File: src/rtl/tilt_ratio_arbiter.sv
// Orders each per-channel (distance, height) pair into a ratio <= 1, holds one pending result per channel,
// and round-robins the pending results into the shared tilt divider over valid/ready.
module tilt_ratio_arbiter #(
  parameter int WIDTH     = 12,
  parameter int CHANNELS  = 4,
  parameter int CHAN_BITS = 2
) (
  input  logic                      clk,
  input  logic                      reset,
  input  logic                      sqrt_ready,
  input  logic [CHAN_BITS-1:0]      sqrt_chan,
  input  logic [WIDTH-1:0]          sqrt_out,
  input  logic [CHANNELS*WIDTH-1:0] heights,
  input  logic                      div_ready,
  output logic                      div_valid,
  output logic [WIDTH-1:0]          tilt_dividend,
  output logic [WIDTH-1:0]          tilt_divisor,
  output logic                      d_greater_than_h,
  output logic                      degenerate,
  output logic [CHAN_BITS-1:0]      tilt_chan,
  output logic [CHANNELS-1:0]       overrun
);

  typedef struct packed {
    logic [WIDTH-1:0] dividend;
    logic [WIDTH-1:0] divisor;
    logic             flag;
    logic             degen;
  } payload_t;

  payload_t             slot [CHANNELS];
  logic [CHANNELS-1:0]  pend;
  logic [CHANNELS-1:0]  pend_next;
  logic [CHAN_BITS-1:0] last_grant;
  logic [CHAN_BITS-1:0] grant;
  logic                 grant_found;
  logic                 capture;
  logic                 dispatch;
  logic [WIDTH-1:0]     cap_height;
  payload_t             cap_payload;

  assign capture = sqrt_ready && (int'(sqrt_chan) < CHANNELS);

  always_comb begin
    cap_height = '0;
    for (int i = 0; i < CHANNELS; i++) begin
      if (int'(sqrt_chan) == i) cap_height = heights[i*WIDTH +: WIDTH];
    end
    cap_payload = '0;
    if (sqrt_out > cap_height) begin
      cap_payload.dividend = cap_height;
      cap_payload.divisor  = sqrt_out;
      cap_payload.flag     = 1'b1;
    end else begin
      cap_payload.dividend = sqrt_out;
      cap_payload.divisor  = cap_height;
      cap_payload.flag     = 1'b0;
    end
    cap_payload.degen = (cap_payload.divisor == '0);
  end

  // Round-robin search over the registered pend vector, starting after last_grant.
  always_comb begin
    grant       = '0;
    grant_found = 1'b0;
    for (int k = 1; k <= CHANNELS; k++) begin
      if (!grant_found && pend[(int'(last_grant) + k) % CHANNELS]) begin
        grant_found = 1'b1;
        grant       = CHAN_BITS'((int'(last_grant) + k) % CHANNELS);
      end
    end
  end

  assign dispatch = (!div_valid || div_ready) && grant_found;

  always_comb begin
    pend_next = pend;
    if (dispatch) pend_next[grant] = 1'b0;
    if (capture)  pend_next[sqrt_chan] = 1'b1;
  end

  always_ff @(posedge clk or negedge reset) begin
    if (!reset) begin
      div_valid        <= 1'b0;
      tilt_dividend    <= '0;
      tilt_divisor     <= '0;
      d_greater_than_h <= 1'b0;
      degenerate       <= 1'b0;
      tilt_chan        <= '0;
      overrun          <= '0;
      pend             <= '0;
      last_grant       <= CHAN_BITS'(CHANNELS - 1);
      for (int i = 0; i < CHANNELS; i++) slot[i] <= '0;
    end else begin
      if (dispatch) begin
        div_valid        <= 1'b1;
        tilt_dividend    <= slot[grant].dividend;
        tilt_divisor     <= slot[grant].divisor;
        d_greater_than_h <= slot[grant].flag;
        degenerate       <= slot[grant].degen;
        tilt_chan        <= grant;
        last_grant       <= grant;
      end else if (div_ready) begin
        div_valid <= 1'b0;
      end
      pend <= pend_next;
      // A capture racing the dispatch of its own channel is a hand-off, not a loss.
      if (capture) begin
        slot[sqrt_chan] <= cap_payload;
        if (pend[sqrt_chan] && !(dispatch && grant == sqrt_chan)) overrun[sqrt_chan] <= 1'b1;
      end
    end
  end

endmodule

File: config.mk
export PLATFORM = sky130hd
export DESIGN_NAME = tilt_ratio_arbiter
export DESIGN_NICKNAME = d
export VERILOG_FILES = /design/src/rtl/tilt_ratio_arbiter.sv
export SDC_FILE = /design/constraint.sdc
export NUM_CORES = 1
export LEC_CHECK = 0
export CORE_ASPECT_RATIO = 1.75
export CORE_MARGIN = 3
export CORE_UTILIZATION = 49
export DETAILED_ROUTE_END_ITERATION = 10
export PLACE_DENSITY = 0.76
export SYNTH_ARGS = -nofsm -noshare
export SYNTH_HDL_FRONTEND = slang
export SYNTH_SLANG_ARGS = --single-unit
File: constraint.sdc
create_clock -name clk -period 2.3 [get_ports clk]
set_clock_uncertainty 0.05 [all_clocks]
set_input_delay 0.345 -clock clk [delete_from_list [all_inputs] [get_ports clk]]
set_output_delay 0.345 -clock clk [all_outputs]
set_load 0.03 [all_outputs]
# Yosys cells after proc, flatten, opt, wreduce, memory -nomap -nowiden
# Index checks and enable logic that the tools add are counted.
# word_totals
reg_bits	143
in_bits	66
output_inout_bits	33
elab_cells	119
# classes
n_addsub	4
magnitude_cmp	12
n_eq_ne	4
mux	41
bitwise	10
reduce_logical	23
# op_table
op	n
$bwmux W104	1
$mux W26	3
$bmux W26 S2	1
$demux W26 S2	1
$mux W12	4
$mux W25	1
$mux W1	17
$lt A3 B4 Y1 const B	4
$gt A12 B12 Y1	1
$logic_not A12 Y1	1
$bmux W1 S2	5
$logic_and A1 B1 Y1	9
$mux W2	4
$mux W4	2
$or A4 B4 Y4	2
$reduce_or A2 Y1	4
$ge A3 B3 Y1 const B	2
$lt A2 B3 Y1 const B	2
$not A2 Y3	2
$logic_not A1 Y1	5
$add A2 B1 Y2 const B	2
$add A2 B2 Y2 const B	2
$and A1 B1 Y1 const A	4
$and A4 B4 Y4	1
other kinds (11)	14

# Logic depth before layout (Yosys ltp)
# Gate-level depths: netlist of run 1.
# logic_depth
ltp_word	25
depth_mapped	12
ltp_nobuf	9

# Least setup slack after synthesis of run 1
# Ideal clock, no wire load.
# synth_path
path_type	input -> register
startpoint	in sqrt_chan[1]
endpoint	reg slot[2] in the netlist's numbering
setup_time_ns	0.138
t_arrival_ns	2.765
required_time_ns	2.112
path_slack_ns	-0.654
path_stages	12
n_path_buf	3
path_cell_list	clkbuf_1 mux4_2 inv_1 ha_1 nor2b_1 o211ai_1 a21oi_1 o311a_1 buf_2 buf_2 mux2i_1 a21oi_1
# synth_between
elab_chain_cells	8
elab_cells_between_ends	17
cone_classes	3 x order compare; 3 x eq/ne; 8 x mux; 1 x bitwise; 2 x reduce/logical
# synth_lines
element	line	text
start: declaration	11	input logic [CHAN_BITS-1:0] sqrt_chan,
$logic_not A2 Y1	47	if (int'(sqrt_chan) == i) cap_height = heights[i*WIDTH +: WIDTH];
$mux W12 (4 in series)	47	
$gt A12 B12 Y1	50	if (sqrt_out > cap_height) begin
$mux W25	50	
$bwmux W104 *	109	slot[sqrt_chan] <= cap_payload;
end signal: indexed assignment	109	
end: declaration	31	payload_t slot [CHANNELS];
# Mark *: on every way between the ends. The rest lies on a longest branch, timed or not.
# A chain may end at the register's enable or synchronous reset.

# Final worst setup path of run 1
# layout_path
startpoint	in heights[14]
endpoint	reg slot[31] in the netlist's numbering
# layout_between
elab_chain_cells	6
# layout_lines
element	line	text
start: declaration	13	input logic [CHANNELS*WIDTH-1:0] heights,
$mux W12 (3 in series)	47	
$gt A12 B12 Y1	50	
$mux W25	50	
$bwmux W104	109	
# Every way passes these cells.

==> results of run 1 <==
## routing by layer
metal,up-vias,global-route usage [%],part of all wire [%]
met3,91,5.04,5.7
met1,2910,32.1,35
met2,377,48.5,54
met5,-,0,0
li1,2404,-,-
met4,0,14.2,5.4
## power by group through the flow
stage | clock network (mW) | logic (mW) | registers (mW)
6_report | 2.66 | 6.18 | 3.79
3_5_place_dp | 0 | 5.26 | 3.76
3_3_place_gp | 0 | 5.15 | 3.69
5_1_grt | 2.79 | 6.50 | 3.86
2_1_floorplan | 0 | 3.18 | 4.17
4_1_cts | 2.64 | 5.66 | 3.73
## worst reg2reg max path, cell delays in order, from the launching register on
cell,delay (ns)
dfrtp_1,0.43
o21bai_1,0.19
a21oi_1,0.23
or2_4,0.27
clkbuf_16,0.21
mux4_2,0.53
mux2_4,0.27
## cells by family (layout without fill, tap and decap cells)
group           after synthesis  count (layout)
simple gates                155             155
flops                       143             143
compound gates              129             129
mux                          91              91
buf+inv                      52             224
fa+ha+maj                    12              12
xor+xnor                      2               2
## sequential cells by signal (all words and copies together), names as in the netlist
register / cells
slot: 104
tilt_dividend: 12
tilt_divisor: 12
overrun: 4
pend: 4
last_grant: 2
tilt_chan: 2
d_greater_than_h: 1
degenerate: 1
div_valid: 1
## synthesized netlist by cell type, drive strengths merged, types with 4 or more instances
| library cell | number | share of area (%) |
|---|---|---|
| mux4 | 39 | 13 |
| o21bai | 6 | 0.66 |
| nor4 | 7 | 0.64 |
| inv | 14 | 0.76 |
| clkbuf | 25 | 1.4 |
| mux2 | 27 | 5.5 |
| nand2 | 27 | 1.5 |
| a21oi | 108 | 8.1 |
| buf | 12 | 1.7 |
| o21ai | 4 | 0.29 |
| nor2 | 103 | 5.6 |
| ha | 12 | 2.2 |
| mux2i | 25 | 3.6 |
| dfrtp | 141 | 51 |
## stage by stage
stage	utilization, %	setup slack (ns)	total power [mW]	area [um2]
after floorplan	-	-0.411	7.36	6980
after global placement	62.9	-1.14	8.84	8550
after detailed placement	62.9	-1.21	9.01	8550
after CTS	71.3	-0.268	12.0	9700
after global routing	74.1	-0.401	13.1	10100
final	74.1	-0.317	12.6	10100
## area by class of cell
cell class / count / area share (%)
Sequential cell: 143 / 35.6
Clock inverter: 14 / 1.32
Multi-Input combinational cell: 389 / 37.9
Inverter: 14 / 0.522
Timing Repair Buffer: 178 / 18.3
Clock buffer: 18 / 4.26
Tap cell: 174 / 2.16
## worst paths after layout
path,start,end,slack (ns),depth (start not counted)
worst max-delay path,heights[14],slot[31],-0.32,11
worst min-delay path,reset,tilt_dividend[5],0.34,2
worst max register to register,pend[0],tilt_divisor[1],0.01,6
worst min register to register,tilt_chan[1],tilt_chan[1],0.42,2
max in group asynchronous,reset,last_grant[1],1.17,3
min in group clk,tilt_chan[1],tilt_chan[1],0.42,2
## cells in the final DEF, fill, tap and decap left out, types with 17 or more instances in the layout
| cell | n |
|---|---|
| a21oi_1 | 28 |
| a21oi_2 | 76 |
| buf_4 | 55 |
| clkbuf_16 | 18 |
| clkdlybuf4s50_1 | 48 |
| dfrtp_1 | 141 |
| dlygate4sd2_1 | 24 |
| dlymetal6s2s_1 | 17 |
| mux2_4 | 24 |
| mux2i_4 | 18 |
| mux4_2 | 39 |
| nand2_1 | 24 |
| nor2_1 | 102 |
## repair_timing
item                       CTS  global route
hold buffers                 1             0
setup endpoints to repair  129           119
gates cloned                 3             1
buffers inserted            13             8
gates resized for setup    137            88
pin swaps                   58            54
hold endpoints to repair    37             0
==> flow_metrics.tcl, run 1 <==
set metrics [dict create \
    cpMaxStageDelayCell "mux4_2" \
    netSwitchingFraction_pct 36.4 \
    path_cells "clkdlybuf4s50_1 > mux4_2 > inv_2 > ha_4 > o211ai_1 > a21oi_2 > o311a_4 > buf_12 > buf_16 > mux2i_4 > a21oi_1" \
    fmax_mhz 382 \
    synth_xor_area_share_pct 0.255 \
    startpoint_type "primary input" \
    tns_ns -21.85 \
    avgSynthCellArea_um2 11.8 \
    slew_viol_final 0 \
    p_leak_nw 4.20 \
    power_frac_seq_pct 30.0 \
    synth-simple-area-share_pct 9.43 \
    syn_inst 584 \
    syn-num-nets 662 \
    cts_max_level 4 \
    grt_max_degree 65 \
    hold_violations 0 \
    first_iter_violations 536 \
    arrival_ns 2.86 \
    dp_cells 881 \
    worst-path-buf-inv 4 \
    synth_cell_type_count 44 \
    failed_checks "negative setup slack" \
    multi_input_area_um2 3810 \
    critPathTopFamily "multiplexers" \
    synth_mux_area_share_pct 21.9 \
    die_h_um 163 \
    via_per_inst 6.22 \
    synth-edff-count 0 \
    die_x_um 95.5 \
    gr-total-overflow 0 \
    hp-class "in -> async" \
    synth_top_family_by_area "multiplexers" \
    ys_seq_elements 143 \
    cp.required_ns 2.54 \
    synth-adder-area-share_pct 2.18 \
    start_util_pct 50.6 \
    coreArea_um2 13600 \
    cts_tree "done" \
    ys.flop_type "dfrtp_1" \
    endpoint_kind "flip-flop" \
    yosysSeqAreaShare_pct 52.1 \
    row_count 56 \
    worstSkewPairLatency_ns 0.42 \
    ant_nets 0 \
    cts.sinks 143 \
    post-route-min-period_ns 2.62 \
    vias 5782 \
    critPathKind "in -> reg" \
    p_switching_mw 4.60 \
    cts_max_path_buffers 2 \
    powerDensity_nw_per_um2 1250 \
    period_share_pct 114 \
    cap_violations 0 \
    path_clk_slew_ns 0.06 \
    final_cells 930 \
    antenna_found_initial 0 \
    antenna_cells 0 \
    crit_fanout 6 \
    root_buffer "clkbuf_16" \
    nets 821 \
    numCtsBuffers 17 \
    clkPwrFrac_pct 21.1 \
    max_stage_delay_ns 0.50 \
    rsz0062_at_grt "true" \
    wl_per_cell_um 23.8 \
    drive_above_1_share_pct 42.5 \
    drc 0 \
    nFillCells 815 \
    synth_compound_area_share_pct 10.2 \
    worstMarginPinSlew_ns 0.437 \
    internal_power_mw 8.03 \
    routed_wl_um 22100 \
    area_growth_pct 46.5 \
    io_pins 99 \
    grt_pass1_vias 6197 \
    dieArea_um2 15500 \
    p_comb_share_pct 48.9 \
    port_buffers 98 \
    worst_slack_ns -0.317 \
    outcome "finished, violations left" \
    final-seq-area_um2 3580 \
    worst_slew_margin_rel_pct 70.6 \
    grt_pass1_wl_um 32500 \
    track_usage_pct 27.9 \
    firstDrtPassIters 5 \
    setup_viol 104 \
    netlist_area_um2 6870 \
    vdd_drop_max_uv 582 \
    yosysWarnings 0 \
    gp_congestion 0.881 \
    dp_hpwl_um 12100 \
    synthArstFlopShare_pct 100 \
    whs_ns 0.342 \
]
No activity file was read; power rests on OpenSTA's default activity.
==> inputs of run 2 (changes only) <==
--- a/config.mk
+++ b/config.mk
@@ -6,7 +6,7 @@
 export NUM_CORES = 1
 export LEC_CHECK = 0
 export CORE_ASPECT_RATIO = 1.75
-export CORE_MARGIN = 3
+export CORE_MARGIN = 2
 export CORE_UTILIZATION = 49
 export DETAILED_ROUTE_END_ITERATION = 10
 export PLACE_DENSITY = 0.76
==> constraint.sdc (replaced) <==
create_clock -name clk -period 2.3 [get_ports clk]
set_clock_uncertainty 0.05 [all_clocks]
set_input_delay 0.46 -clock clk [delete_from_list [all_inputs] [get_ports clk]]
set_output_delay 0.46 -clock clk [all_outputs]
set_load 0.03 [all_outputs]
==> flow_metrics.tcl, run 2 (synthesis gave the netlist of run 1 again) <==
set metrics [dict create \
    outcome "finished, violations left" \
    failed_checks "negative setup slack" \
    die_x_um 93.5 \
    port_buffers 98 \
    numCtsBuffers 17 \
    grt_max_degree 59 \
    max_stage_delay_ns 0.52 \
    reg2reg_to "tilt_divisor[8]" \
    hold_depth 2 \
    cp.required_ns 2.55 \
    fmax_mhz 347 \
    ant_nets 0 \
    worstMarginPinSlew_ns 0.588 \
    first_iter_violations 591 \
    path_cells "clkdlybuf4s50_1 > mux4_2 > inv_2 > ha_4 > nand4_1 > or3_1 > o311a_4 > buf_12 > buf_16 > mux2i_4 > a21oi_2" \
    coreArea_um2 13800 \
    largest_register "slot" \
    drive_above_1_share_pct 43.0 \
    post-route-min-period_ns 2.88 \
    area_growth_pct 47.8 \
    gr-total-overflow 0 \
    drc 0 \
    path_clk_slew_ns 0.06 \
    track_usage_pct 28.7 \
    vias 5816 \
    antenna_found_initial 0 \
    arrival_ns 3.13 \
    final_common_cell "dfrtp_1" \
    clkPwrFrac_pct 21.5 \
    hp-class "reg -> reg" \
    final_cell_mix "141 x dfrtp_1, 102 x nor2_1, 88 x a21oi_2" \
    worstSkewPairLatency_ns 0.44 \
    cpMaxStageDelayCell "mux4_2" \
    p_switching_mw 4.69 \
    p_total_mw 13.1 \
    cts_max_level 4 \
    netSwitchingFraction_pct 35.9 \
    period_share_pct 125 \
    worstRegToRegCells 6 \
    dieArea_um2 15000 \
    startpoint_type "primary input" \
    power_frac_seq_pct 29.2 \
    hold_start "tilt_chan[1]" \
    cts_tree "done" \
    vdd_drop_max_uv 663 \
    crit_fanout 6 \
    cts.sinks 143 \
    setup_viol 106 \
    worstHoldEndpoint "tilt_chan[1]" \
    internal_power_mw 8.37 \
    firstDrtPassIters 8 \
    via_per_inst 6.21 \
    worst_slew_margin_rel_pct 60.8 \
    die_h_um 161 \
    nets 826 \
    r2r_slack_ns -0.01 \
    top_regs "slot (104), tilt_dividend (12), tilt_divisor (12)" \
    cts_max_path_buffers 2 \
    tns_ns -49.83 \
    p_leak_nw 4.13 \
    rsz0062_at_grt "true" \
    cap_violations 0 \
    grt_pass1_vias 6285 \
    critPathKind "in -> reg" \
    io_pins 99 \
    routed_wl_um 22600 \
    dp_hpwl_um 12000 \
    hold_violations 0 \
    root_buffer "clkbuf_16" \
    powerDensity_nw_per_um2 1290 \
    r2r-start "last_grant[1]" \
    grt_pass1_wl_um 32600 \
    slew_viol_final 0 \
    wl_per_cell_um 24.1 \
    endpoint_kind "flip-flop" \
    largest_register_ffs 104 \
    gp_congestion 0.935 \
    worst_slack_ns -0.578 \
    start_util_pct 49.9 \
    row_count 57 \
    antenna_cells 0 \
    p_comb_share_pct 49.3 \
]
==> run 2: cell count changes in the layout (fill, tap and decap cells not counted), sizes merged, moves of 3 or more <==
cell	previous run	this run
dlymetal6s2s	17	2
clkdlybuf4s50	48	59
dlygate4sd2	24	30
inv	20	14
buf	80	84
clkbuf	21	24
==> run 2: through the flow <==
stage | cell area, um2 | setup slack, ns | util (%) | hold WS (ns) | cells
after floorplan | 6980 | -0.526 | - | 0.114 | 584
after global placement | 8560 | -1.29 | 62.2 | 0.402 | 884
after detailed placement | 8560 | -1.43 | 62.2 | 0.416 | 884
after CTS | 9830 | -0.386 | 71.4 | 0.432 | 931
after global routing | 10200 | -0.559 | 73.8 | 0.465 | 937
final | 10200 | -0.578 | 73.8 | 0.430 | 937
==> run 2: what timing repair did <==
action | in CTS | in global routing
hold buffers | 1 | 0
buffers inserted | 16 | 6
gates resized for setup | 157 | 58
cloned | 4 | 2
endpoints found under the setup margin | 130 | 133
pin swaps | 66 | 45
hold endpoints to repair | 56 | 0
==> run 2: power by group through the flow <==
stage / Combinational, mW / Clock [mW] / Sequential, mW
after floorplan: 3.18 / 0 / 4.17
after global placement: 5.03 / 0 / 3.71
after detailed placement: 5.17 / 0 / 3.78
after CTS: 5.77 / 2.79 / 3.75
after global routing: 6.73 / 2.94 / 3.87
final: 6.44 / 2.81 / 3.82
==> run 2: metal layers <==
layer / share of wire, % / global-route usage, % / up-vias
met3: 6.3 / 5.11 / 98
met4: 5.9 / 15.2 / 0
met5: 0 / 0 / -
li1: - / - / 2421
met2: 54 / 50.6 / 350
met1: 34 / 32.5 / 2947
==> run 2: final cells by class <==
cell class                      count  area [um2]
Timing Repair Buffer              183        1910
Clock buffer                       21         450
Fill cell                         797        3610
Tap cell                          177         221
Multi-Input combinational cell    389        3800
Clock inverter                     10         139
Inverter                           14        52.6
Sequential cell                   143        3580
==> run 2: worst max-delay path, delay by kind of cell <==
kind	cells	cell delay, ns
fa+ha+maj	1	0.15
mux	2	0.84
buf+inv	4	0.87
simple gates	2	0.52
compound gates	2	0.28
==> run 2: how the worst max path moves through the flow <==
stage | startpoint | slack (ns) | cells after the start | endpoint
finish | heights[2] | -0.58 | 11 | slot[31]
global route | sqrt_chan[0] | -0.56 | 13 | slot[31]
CTS | sqrt_chan[0] | -0.39 | 14 | slot[42]
detailed placement | sqrt_chan[0] | -1.43 | 12 | slot[75]
global placement | sqrt_chan[0] | -1.29 | 12 | slot[49]
floorplan | sqrt_chan[0] | -0.53 | 11 | slot[50]
==> inputs of run 3 (changes only) <==
--- a/config.mk
+++ b/config.mk
@@ -8,6 +8,7 @@
 export CORE_ASPECT_RATIO = 1.75
 export CORE_MARGIN = 2
 export CORE_UTILIZATION = 49
+export CTS_CLUSTER_SIZE = 25
 export DETAILED_ROUTE_END_ITERATION = 10
 export PLACE_DENSITY = 0.76
 export SYNTH_ARGS = -nofsm -noshare
==> results of run 3 <==
The final DEF is identical to that of run 2; final timing and power are the same.
